<file path="src/rtl/uart_rx_oversampled_if.sv">
// Receive-side handshake bundle: the received byte, its valid/ready pair and the
// two error pulses. The receiver drives it through the master modport and the
// consumer through the slave modport.
interface uart_rx_oversampled_if #(
  parameter int DATA_BITS = 8
);
  logic [DATA_BITS-1:0] rx_data;
  logic                 rx_valid;
  logic                 rx_ready;
  logic                 frame_err;
  logic                 overrun;

  modport master (output rx_data, rx_valid, frame_err, overrun, input rx_ready);
  modport slave  (input rx_data, rx_valid, frame_err, overrun, output rx_ready);
endinterface

</file>
<file path="src/rtl/uart_rx_oversampled.sv">
// 8N1 UART receiver driven by a 16x sample-enable pulse.
// Start-bit qualification, 3-sample majority vote at mid-bit, framing-error and
// break handling, and a single-entry holding register with overrun reporting.
module uart_rx_oversampled #(
  parameter int DATA_BITS   = 8,
  parameter int OVERSAMPLE  = 16,
  parameter int SYNC_STAGES = 2
) (
  input  logic clk,
  input  logic rst_n,
  input  logic clk_smp,
  input  logic rxd,
  uart_rx_oversampled_if.master rx
);
  localparam int IDX_W = $clog2(DATA_BITS);
  localparam logic [3:0]       LAST_TICK = 4'(OVERSAMPLE - 1);
  localparam logic [3:0]       VOTE_TICK = 4'(OVERSAMPLE / 2 + 1);
  localparam logic [3:0]       SMP_FIRST = 4'(OVERSAMPLE / 2 - 1);
  localparam logic [IDX_W-1:0] LAST_IDX  = IDX_W'(DATA_BITS - 1);

  typedef enum logic [2:0] {IDLE, START, DATA, STOP, BRK_WAIT} state_t;

  state_t               state, state_n;
  logic [SYNC_STAGES-1:0] sync_q;
  logic                 rxs;
  logic [3:0]           smp_cnt, cnt_n, tick;
  logic [IDX_W-1:0]     bit_idx, idx_n;
  // Samples from ticks 7 and 8; the tick-9 sample is the live rxs value, so
  // the three-sample window needs only two stored bits.
  logic [1:0]           samp_sh, samp_n;
  logic [DATA_BITS-1:0] shreg, shreg_n;
  logic                 vote;
  logic                 byte_done;
  logic                 stop_bad;

  assign rxs = sync_q[SYNC_STAGES-1];

  // Metastability synchroniser for the asynchronous pin; idles high.
  always_ff @(posedge clk or negedge rst_n) begin
    if (!rst_n) sync_q <= '1;
    else        sync_q <= {sync_q[SYNC_STAGES-2:0], rxd};
  end

  // FSM and datapath state registers.
  always_ff @(posedge clk or negedge rst_n) begin
    if (!rst_n) begin
      state   <= IDLE;
      smp_cnt <= '0;
      bit_idx <= '0;
      samp_sh <= '0;
      shreg   <= '0;
    end else begin
      state   <= state_n;
      smp_cnt <= cnt_n;
      bit_idx <= idx_n;
      samp_sh <= samp_n;
      shreg   <= shreg_n;
    end
  end

  // Next-state logic: smp_cnt holds the index of the last tick seen, so the
  // current tick is smp_cnt+1; the 4-bit wrap from 15 starts the next bit at 0.
  always_comb begin
    state_n   = state;
    cnt_n     = smp_cnt;
    idx_n     = bit_idx;
    samp_n    = samp_sh;
    shreg_n   = shreg;
    byte_done = 1'b0;
    stop_bad  = 1'b0;
    tick      = smp_cnt + 4'd1;
    vote      = (samp_sh[1] & samp_sh[0]) | (samp_sh[1] & rxs) | (samp_sh[0] & rxs);
    if (clk_smp) begin
      if (state == START || state == DATA || state == STOP) begin
        cnt_n = tick;
        if (tick >= SMP_FIRST && tick < VOTE_TICK) samp_n = {samp_sh[0], rxs};
      end
      unique case (state)
        IDLE: begin
          if (!rxs) begin
            state_n = START;
            cnt_n   = '0;
          end
        end
        START: begin
          if (tick == VOTE_TICK && vote) begin
            state_n = IDLE;
          end else if (tick == LAST_TICK) begin
            state_n = DATA;
            idx_n   = '0;
          end
        end
        DATA: begin
          if (tick == VOTE_TICK) shreg_n = {vote, shreg[DATA_BITS-1:1]};
          if (tick == LAST_TICK) begin
            if (bit_idx == LAST_IDX) state_n = STOP;
            else                     idx_n   = bit_idx + 1'b1;
          end
        end
        STOP: begin
          if (tick == VOTE_TICK) begin
            if (vote) begin
              byte_done = 1'b1;
              state_n   = IDLE;
            end else begin
              stop_bad  = 1'b1;
              state_n   = BRK_WAIT;
            end
          end
        end
        BRK_WAIT: begin
          if (rxs) state_n = IDLE;
        end
        default: state_n = IDLE;
      endcase
    end
  end

  // Holding register: accept a new byte if empty or being drained this cycle,
  // otherwise drop it and flag overrun.
  always_ff @(posedge clk or negedge rst_n) begin
    if (!rst_n) begin
      rx.rx_data   <= '0;
      rx.rx_valid  <= 1'b0;
      rx.frame_err <= 1'b0;
      rx.overrun   <= 1'b0;
    end else begin
      rx.frame_err <= stop_bad;
      rx.overrun   <= 1'b0;
      if (byte_done) begin
        if (!rx.rx_valid || rx.rx_ready) begin
          rx.rx_data  <= shreg;
          rx.rx_valid <= 1'b1;
        end else begin
          rx.overrun  <= 1'b1;
        end
      end else if (rx.rx_valid && rx.rx_ready) begin
        rx.rx_valid <= 1'b0;
      end
    end
  end
endmodule

</file>
<file path="src/flat_wrapper.sv">
// flat-port wrapper written by rule: the top's interface ports become plain ports
module uart_rx_oversampled_flat 
#(
  parameter int DATA_BITS   = 8,
  parameter int OVERSAMPLE  = 16,
  parameter int SYNC_STAGES = 2
)
  (clk, rst_n, clk_smp, rxd, rx_rx_data, rx_rx_valid, rx_frame_err, rx_overrun, rx_rx_ready);
  uart_rx_oversampled_if #(.DATA_BITS(DATA_BITS)) rx_i ();
  input  logic clk;
  input  logic rst_n;
  input  logic clk_smp;
  input  logic rxd;
  output wire logic [$bits(rx_i.rx_data)-1:0] rx_rx_data;
  output wire logic [$bits(rx_i.rx_valid)-1:0] rx_rx_valid;
  output wire logic [$bits(rx_i.frame_err)-1:0] rx_frame_err;
  output wire logic [$bits(rx_i.overrun)-1:0] rx_overrun;
  input wire logic [$bits(rx_i.rx_ready)-1:0] rx_rx_ready;
  assign rx_rx_data = rx_i.rx_data;
  assign rx_rx_valid = rx_i.rx_valid;
  assign rx_frame_err = rx_i.frame_err;
  assign rx_overrun = rx_i.overrun;
  assign rx_i.rx_ready = rx_rx_ready;
  uart_rx_oversampled #(.DATA_BITS(DATA_BITS), .OVERSAMPLE(OVERSAMPLE), .SYNC_STAGES(SYNC_STAGES)) u_core (.clk(clk), .rst_n(rst_n), .clk_smp(clk_smp), .rxd(rxd), .rx(rx_i));
endmodule
</file>
<file path="config.mk">
export PLATFORM = sky130hd
export DESIGN_NAME = uart_rx_oversampled_flat
export DESIGN_NICKNAME = d
export VERILOG_FILES = /design/src/rtl/uart_rx_oversampled_if.sv /design/src/rtl/uart_rx_oversampled.sv /design/src/flat_wrapper.sv
export SDC_FILE = /design/constraint.sdc
export NUM_CORES = 1
export LEC_CHECK = 0
export ABC_AREA = 1
export ABC_CLOCK_PERIOD_IN_PS = 1760
export CAP_MARGIN = 5
export CORE_ASPECT_RATIO = 0.75
export CORE_MARGIN = 3
export CORE_UTILIZATION = 32
export DETAILED_ROUTE_END_ITERATION = 7
export GPL_TIMING_DRIVEN = 0
export HOLD_SLACK_MARGIN = 0.08
export SYNTH_ARGS = -nofsm -noshare
export SYNTH_HDL_FRONTEND = slang
export SYNTH_SLANG_ARGS = --single-unit
</file>
<file path="constraint.sdc">
create_clock -name clk -period 1.76 [get_ports clk]
set_clock_uncertainty 0.1 [all_clocks]
set_input_delay 0.176 -clock clk [delete_from_list [all_inputs] [get_ports clk]]
set_output_delay 0.176 -clock clk [all_outputs]
set_load 0.01 [all_outputs]
</file>
== Yosys cells after proc, flatten, opt, wreduce, memory -nomap -nowiden ==
Index checks and enable logic that the tools add are counted.

* Add/subtract/negate cells: 2
* Shifts and indexed selects: 0
* Equality and inequality tests: 17
* Reduce and logical (&&, ||, !) cells: 16
* $mul: 0
* Bitwise logic cells: 5
* Div/mod/pow operators: 0
* Magnitude comparators: 2
* Mux-type cells: 30

{| class="wikitable"
|+ Operators with widths
! cell !! count
|-
| 3-bit 2-to-1 mux || 12
|-
| 2-bit inequality test (second input constant) || 8
|-
| 3-bit one-hot mux with 5 select lines || 1
|-
| 1-bit 2-to-1 mux || 13
|-
| 4-bit 2-to-1 mux || 3
|-
| 4-bit == test (second input constant) || 2
|-
| 7-bit AND reduction || 1
|-
| 3-bit by 2-bit == test with 1-bit output (second input constant) || 2
|-
| 3-bit == test (second input constant) || 2
|-
| 3-bit one-hot mux with 2 select lines || 1
|-
| 3-bit AND reduction || 2
|-
| 6-bit AND reduction || 1
|-
| 4-bit by 1-bit adder with 4-bit output (second input constant) || 1
|-
| 4-bit by 3-bit >= comparator with 1-bit output (second input constant) || 1
|-
| 4-bit less-than comparator (second input constant) || 1
|-
| 2-bit AND reduction || 2
|-
| 2-bit nonzero test || 2
|-
| 3-bit by 1-bit adder with 3-bit output (second input constant) || 1
|-
| 1-bit bitwise AND || 3
|-
| 3-bit by 1-bit == test with 1-bit output (second input constant) || 1
|-
| 1-bit logical AND || 3
|-
| 3-bit logical NOT || 1
|-
| 1-bit logical OR || 3
|-
| 3-bit inequality test (second input constant) || 1
|-
| 3 further kinds || 4
|}

* Bits in latches: 0
* Memories: 0
* Bits in writable memories: 0
* Bits in registers: 33
* Input bits: 5
* Output and inout bits: 11
* Logic and storage cells: 82
* Bits in read-only memories: 0

== Longest topological paths before layout ==
Gate-level depths: netlist of run 1.

* Depth in word-level cells: 9
* Gate-level depth with buffers: 12

== Least setup slack after synthesis of run 1 ==
Ideal clock, no wire load.

* Path type: register to register
* Start point: register u_core.smp_cnt[0]
* End point: register u_core.rx.rx_data[6]
* Library setup time: 118 ps
* Path buffers: 1
* Arrival time: 1335 ps
* Cell stages (with the launch flop): 11
* Path slack: 207 ps
* Cell sequence: dfrtp_1 ha_1 nand2_2 nand2_2 nor2_4 nand3_2 inv_2 nand3_4 buf_6 nand2_2 o21ai_2

* Longest elaborated chain between the ends: 6

{| class="wikitable"
|+ RTL lines
! element !! line !! text
|-
| from (decl) || uart_rx_oversampled.sv:26 || <nowiki>logic [3:0] smp_cnt, cnt_n, tick;</nowiki>
|-
| from (signal assigned) || uart_rx_oversampled.sv:54 || <nowiki>smp_cnt <= cnt_n;</nowiki>
|-
| 4-bit by 1-bit adder with 4-bit output || uart_rx_oversampled.sv:71 || <nowiki>tick = smp_cnt + 4'd1;</nowiki>
|-
| 4-bit == test || uart_rx_oversampled.sv:101 || <nowiki>if (tick == VOTE_TICK) begin</nowiki>
|-
| 1-bit 2-to-1 mux || uart_rx_oversampled.sv:101 ||
|-
| 1-bit 2-to-1 mux || uart_rx_oversampled.sv:78 || <nowiki>unique case (state)</nowiki>
|-
| 1-bit 2-to-1 mux || uart_rx_oversampled.sv:73 || <nowiki>if (clk_smp) begin</nowiki>
|-
| 2-bit AND reduction (no source line) || - ||
|-
| to (signal assigned) || uart_rx_oversampled.sv:132 || <nowiki>rx.rx_data <= shreg;</nowiki>
|-
| to (decl) || uart_rx_oversampled_if.sv:13 || <nowiki>modport master (output rx_data, rx_valid, frame_err, overrun, input rx_ready);</nowiki>
|}

No other way between the ends.
A chain may end at the register's enable or synchronous reset.

== Final worst setup path of run 1 ==
* Start point: register u_core.smp_cnt[1]
* End point: register u_core.rx.rx_data[6]

The elaborated chain is that of the path after synthesis.

==> results of run 1 <==
-- Yosys cell counts (2+ instances only) --
cell,n
a21oi_1,3
dfrtp_1,31
o21ai_2,5
nand3b_1,2
nor2_2,2
nand2_2,6
inv_1,29
nor2_4,2
o21ai_0,16
nor2_1,9
dfstp_2,2
nand2_1,51
nand3_1,10
ha_1,5
-- layout make-up --
cell class              count  area (sq um)  area share, %
inverters                  30           113           5.58
flip-flops and latches     33           828           41.1
plain buffers               2          22.5           1.12
multi-input cells         120           682           33.8
repair buffers             21           210           10.4
clock buffers               8          90.1           4.47
well taps                  57          71.3           3.54
-- stage by stage --
stage | instances | worst slack (ps) | instance area (sq um) | total power, mW | TNS [ps]
after floorplan | 185 | 207 | 1600 | 1.45 | 0
after global placement | 257 | -308 | 1820 | 1.58 | -9480
after detailed placement | 257 | -1.02 | 1820 | 1.60 | -1.54
after CTS | 268 | 27.5 | 1930 | 2.22 | 0
after global routing | 271 | -99.8 | 2020 | 2.41 | -883
final | 271 | 55.4 | 2020 | 2.24 | 0
-- power by group through the flow --
stage	logic [mW]	clock network, mW	registers [mW]
finish	0.684	0.587	0.969
global route	0.788	0.635	0.988
floorplan	0.492	0	0.958
CTS	0.657	0.601	0.964
detailed placement	0.612	0	0.984
global placement	0.601	0	0.984
-- flip-flops by register name, indices dropped and copies added, names as in the netlist --
register	count
u_core.bit_idx	3
u_core.rx.rx_data	8
u_core.rx.overrun	1
u_core.rx.frame_err	1
u_core.sync_q	2
u_core.state	3
u_core.smp_cnt	4
u_core.shreg	8
u_core.samp_sh	2
u_core.rx.rx_valid	1
-- kinds of logic after synthesis --
family / Yosys count / synth area share, %
compound gates: 28 / 10.9
fa+ha+maj: 5 / 3.91
buf+inv: 32 / 8.05
flops: 33 / 51.7
simple gates: 87 / 25.5
-- routing by layer --
metal  up-vias  track usage [%]  part of all wire (%)  wire (um)
met5         -                0                     0          0
met4         0             4.60                   1.6         48
met2        18             14.3                    39       1190
met3         7             3.66                   3.6        110
met1       518             17.6                    56       1720
li1        635                -                     -          -
-- final timing paths --
kind	startpoint	to	slack [ps]	depth (start not counted)
worst max register to register	u_core.smp_cnt[1]$_DFFE_PN0P_	u_core.rx.rx_data[6]$_DFFE_PN0P_	60	11
max in group asynchronous	rst_n	u_core.rx.rx_data[7]$_DFFE_PN0P_	710	2
min in group asynchronous	rst_n	u_core.rx.overrun$_DFF_PN0_	390	2
worst min-delay path	rxd	u_core.sync_q[0]$_DFF_PN1_	200	1
worst min register to register	u_core.sync_q[0]$_DFF_PN1_	u_core.sync_q[1]$_DFF_PN1_	260	0
worst max-delay path	u_core.smp_cnt[1]$_DFFE_PN0P_	u_core.rx.rx_data[6]$_DFFE_PN0P_	60	11
-- repair_timing --
action	4_1_cts	5_1_grt
setup endpoints to repair	1	21
hold endpoints to repair	31	0
resized for setup	0	17
buffers inserted	2	2
cloned	0	1
hold buffers	1	0
pin swaps	0	6
==> run_results.csv, run 1 <==
group,metric,value,unit
route,drt-vias-per-instance,4.35,
worst_setup_path,worstPathRequired,1830,ps
synth,synth_seq_area_share,51.7,%
timing,fmax,0.587,GHz
synth,ys_types,26,
synth,synth_nets,195,
synth,synthFlopType,"dfrtp_1",
timing,finalHoldViolations,0,
place,dp_hpwl,2140,um
power,switching_share,35.8,%
floorplan,rows,21,
power,p_leak,0.973,nW
clocking,clock_sinks,33,
global_routing,grt_max_degree,34,
floorplan,initial_utilization,34.4,%
synth,yosys_warnings,0,
route,drc_errors,0,
clocking,clk_pin_slew,60,ps
timing,whs,197,ps
layout,antenna_cells,0,
global_routing,grt_pass1_wl,5050,um
floorplan,dieArea,5900,sq um
worst_setup_path,crit_path_top_delay_cell,"dfrtp_1",
layout,final_cell_mix,"44 x nand2_1, 31 x dfrtp_1, 27 x inv_1, 15 x o21ai_0, 14 x clkdlybuf4s50_1",
route,drt_wl_total,3070,um
timing,setup_viol,0,
power,intPower,1.44,mW
route,routed-via-count,1178,
route,wl_per_cell,11.3,um
power,p_seq_share,43.2,%
worst_setup_path,worst_ep_arrival_time,1780,ps
layout,fin_nets,223,
layout,n_fill_cell,470,
clocking,cts.htree.levels,2,
run_status,status,"completed",
clocking,clockBufferDepth,2,
timing,relSlewSlack,52.0,%
synth,async_flop_share,100,%
synth,avgSynthCellArea,8.66,sq um
worst_setup_path,cpPeakStageDelay,410,ps
floorplan,ioPinCount,16,
layout,area_delta_synth_final,25.9,%
layout,utilization,43.4,%
worst_setup_path,crit_path_max_fanout,6,
clocking,cts_tree,"done",
worst_setup_path,cp_cell_sequence,"ha_2 -> inv_2 -> nand2_2 -> nand2_2 -> nor2_4 -> nand3_2 -> inv_2 -> nand3_4 -> buf_8 -> nand2_4 -> o21ai_4",
global_routing,grt_pass1_vias,1055,
power,clkPwrFrac,26.2,%
clocking,cts-root-buf,"clkbuf_8",
synth,synth_top_area_cell,"dfrtp_1",
timing,rsz0062_at_grt,"yes",
worst_setup_path,crit_type,"reg -> reg",
timing,worst_slew_pin_slew,721,ps
power,peakVddDrop,0.000424,V
flow_run,cap_viol_max_count,0,
place,place_congestion,0.822,
synth,synthCells,185,
synth,ys_ff_latch,33,
synth,netlist_area,1600,sq um
route,drtIter0Drc,39,
worst_setup_path,end_kind,"flip-flop",
synth,synth_edf_count,0,
route,route.antenna.remaining_nets,0,
timing,finalCritPeriodShare,96.9,%
layout,final_common_cell,"nand2_1",
clocking,cts_buffers,5,
hold_path,hp-class,"in -> reg",
place,port_buffers,15,
floorplan,die_w,87.7,um
timing,period_minus_slack,1700,ps
synth,synthTopCellsByArea,"dfrtp_1 48%, nand2_1 12%, inv_1 6.8%, o21ai_0 5.0%, ha_1 3.9%",
worst_setup_path,cp-start-kind,"flip-flop",
power,combPwrFrac,30.5,%
timing,slew_violations,0,
power,switching_power,0.802,mW
synth,yosysTopAreaCellShare,48.4,%
clocking,worstSkewPairLatency,280,ps
power,power.density,1110,nW/um^2
floorplan,die_h,67.3,um
route,drtPass1Iterations,4,
floorplan,coreArea,4650,sq um
worst_setup_path,crit_buf_inv,3,
layout,drive_gt1_share,21.0,%
global_routing,antenna_found_initial,0,
global_routing,overflow,0,
global_routing,grt_use_total,11.4,%
worst_setup_path,crit_family,"simple AND/OR/NAND/NOR gates",
Note: power is estimated with default switching activity, not from simulation.
==> run 2: changes to the inputs <==
CTS_CLUSTER_DIAMETER = 80   (was default)
==> results of run 2 <==
Same layout as run 1: the final DEF is identical, and so are final timing and power.
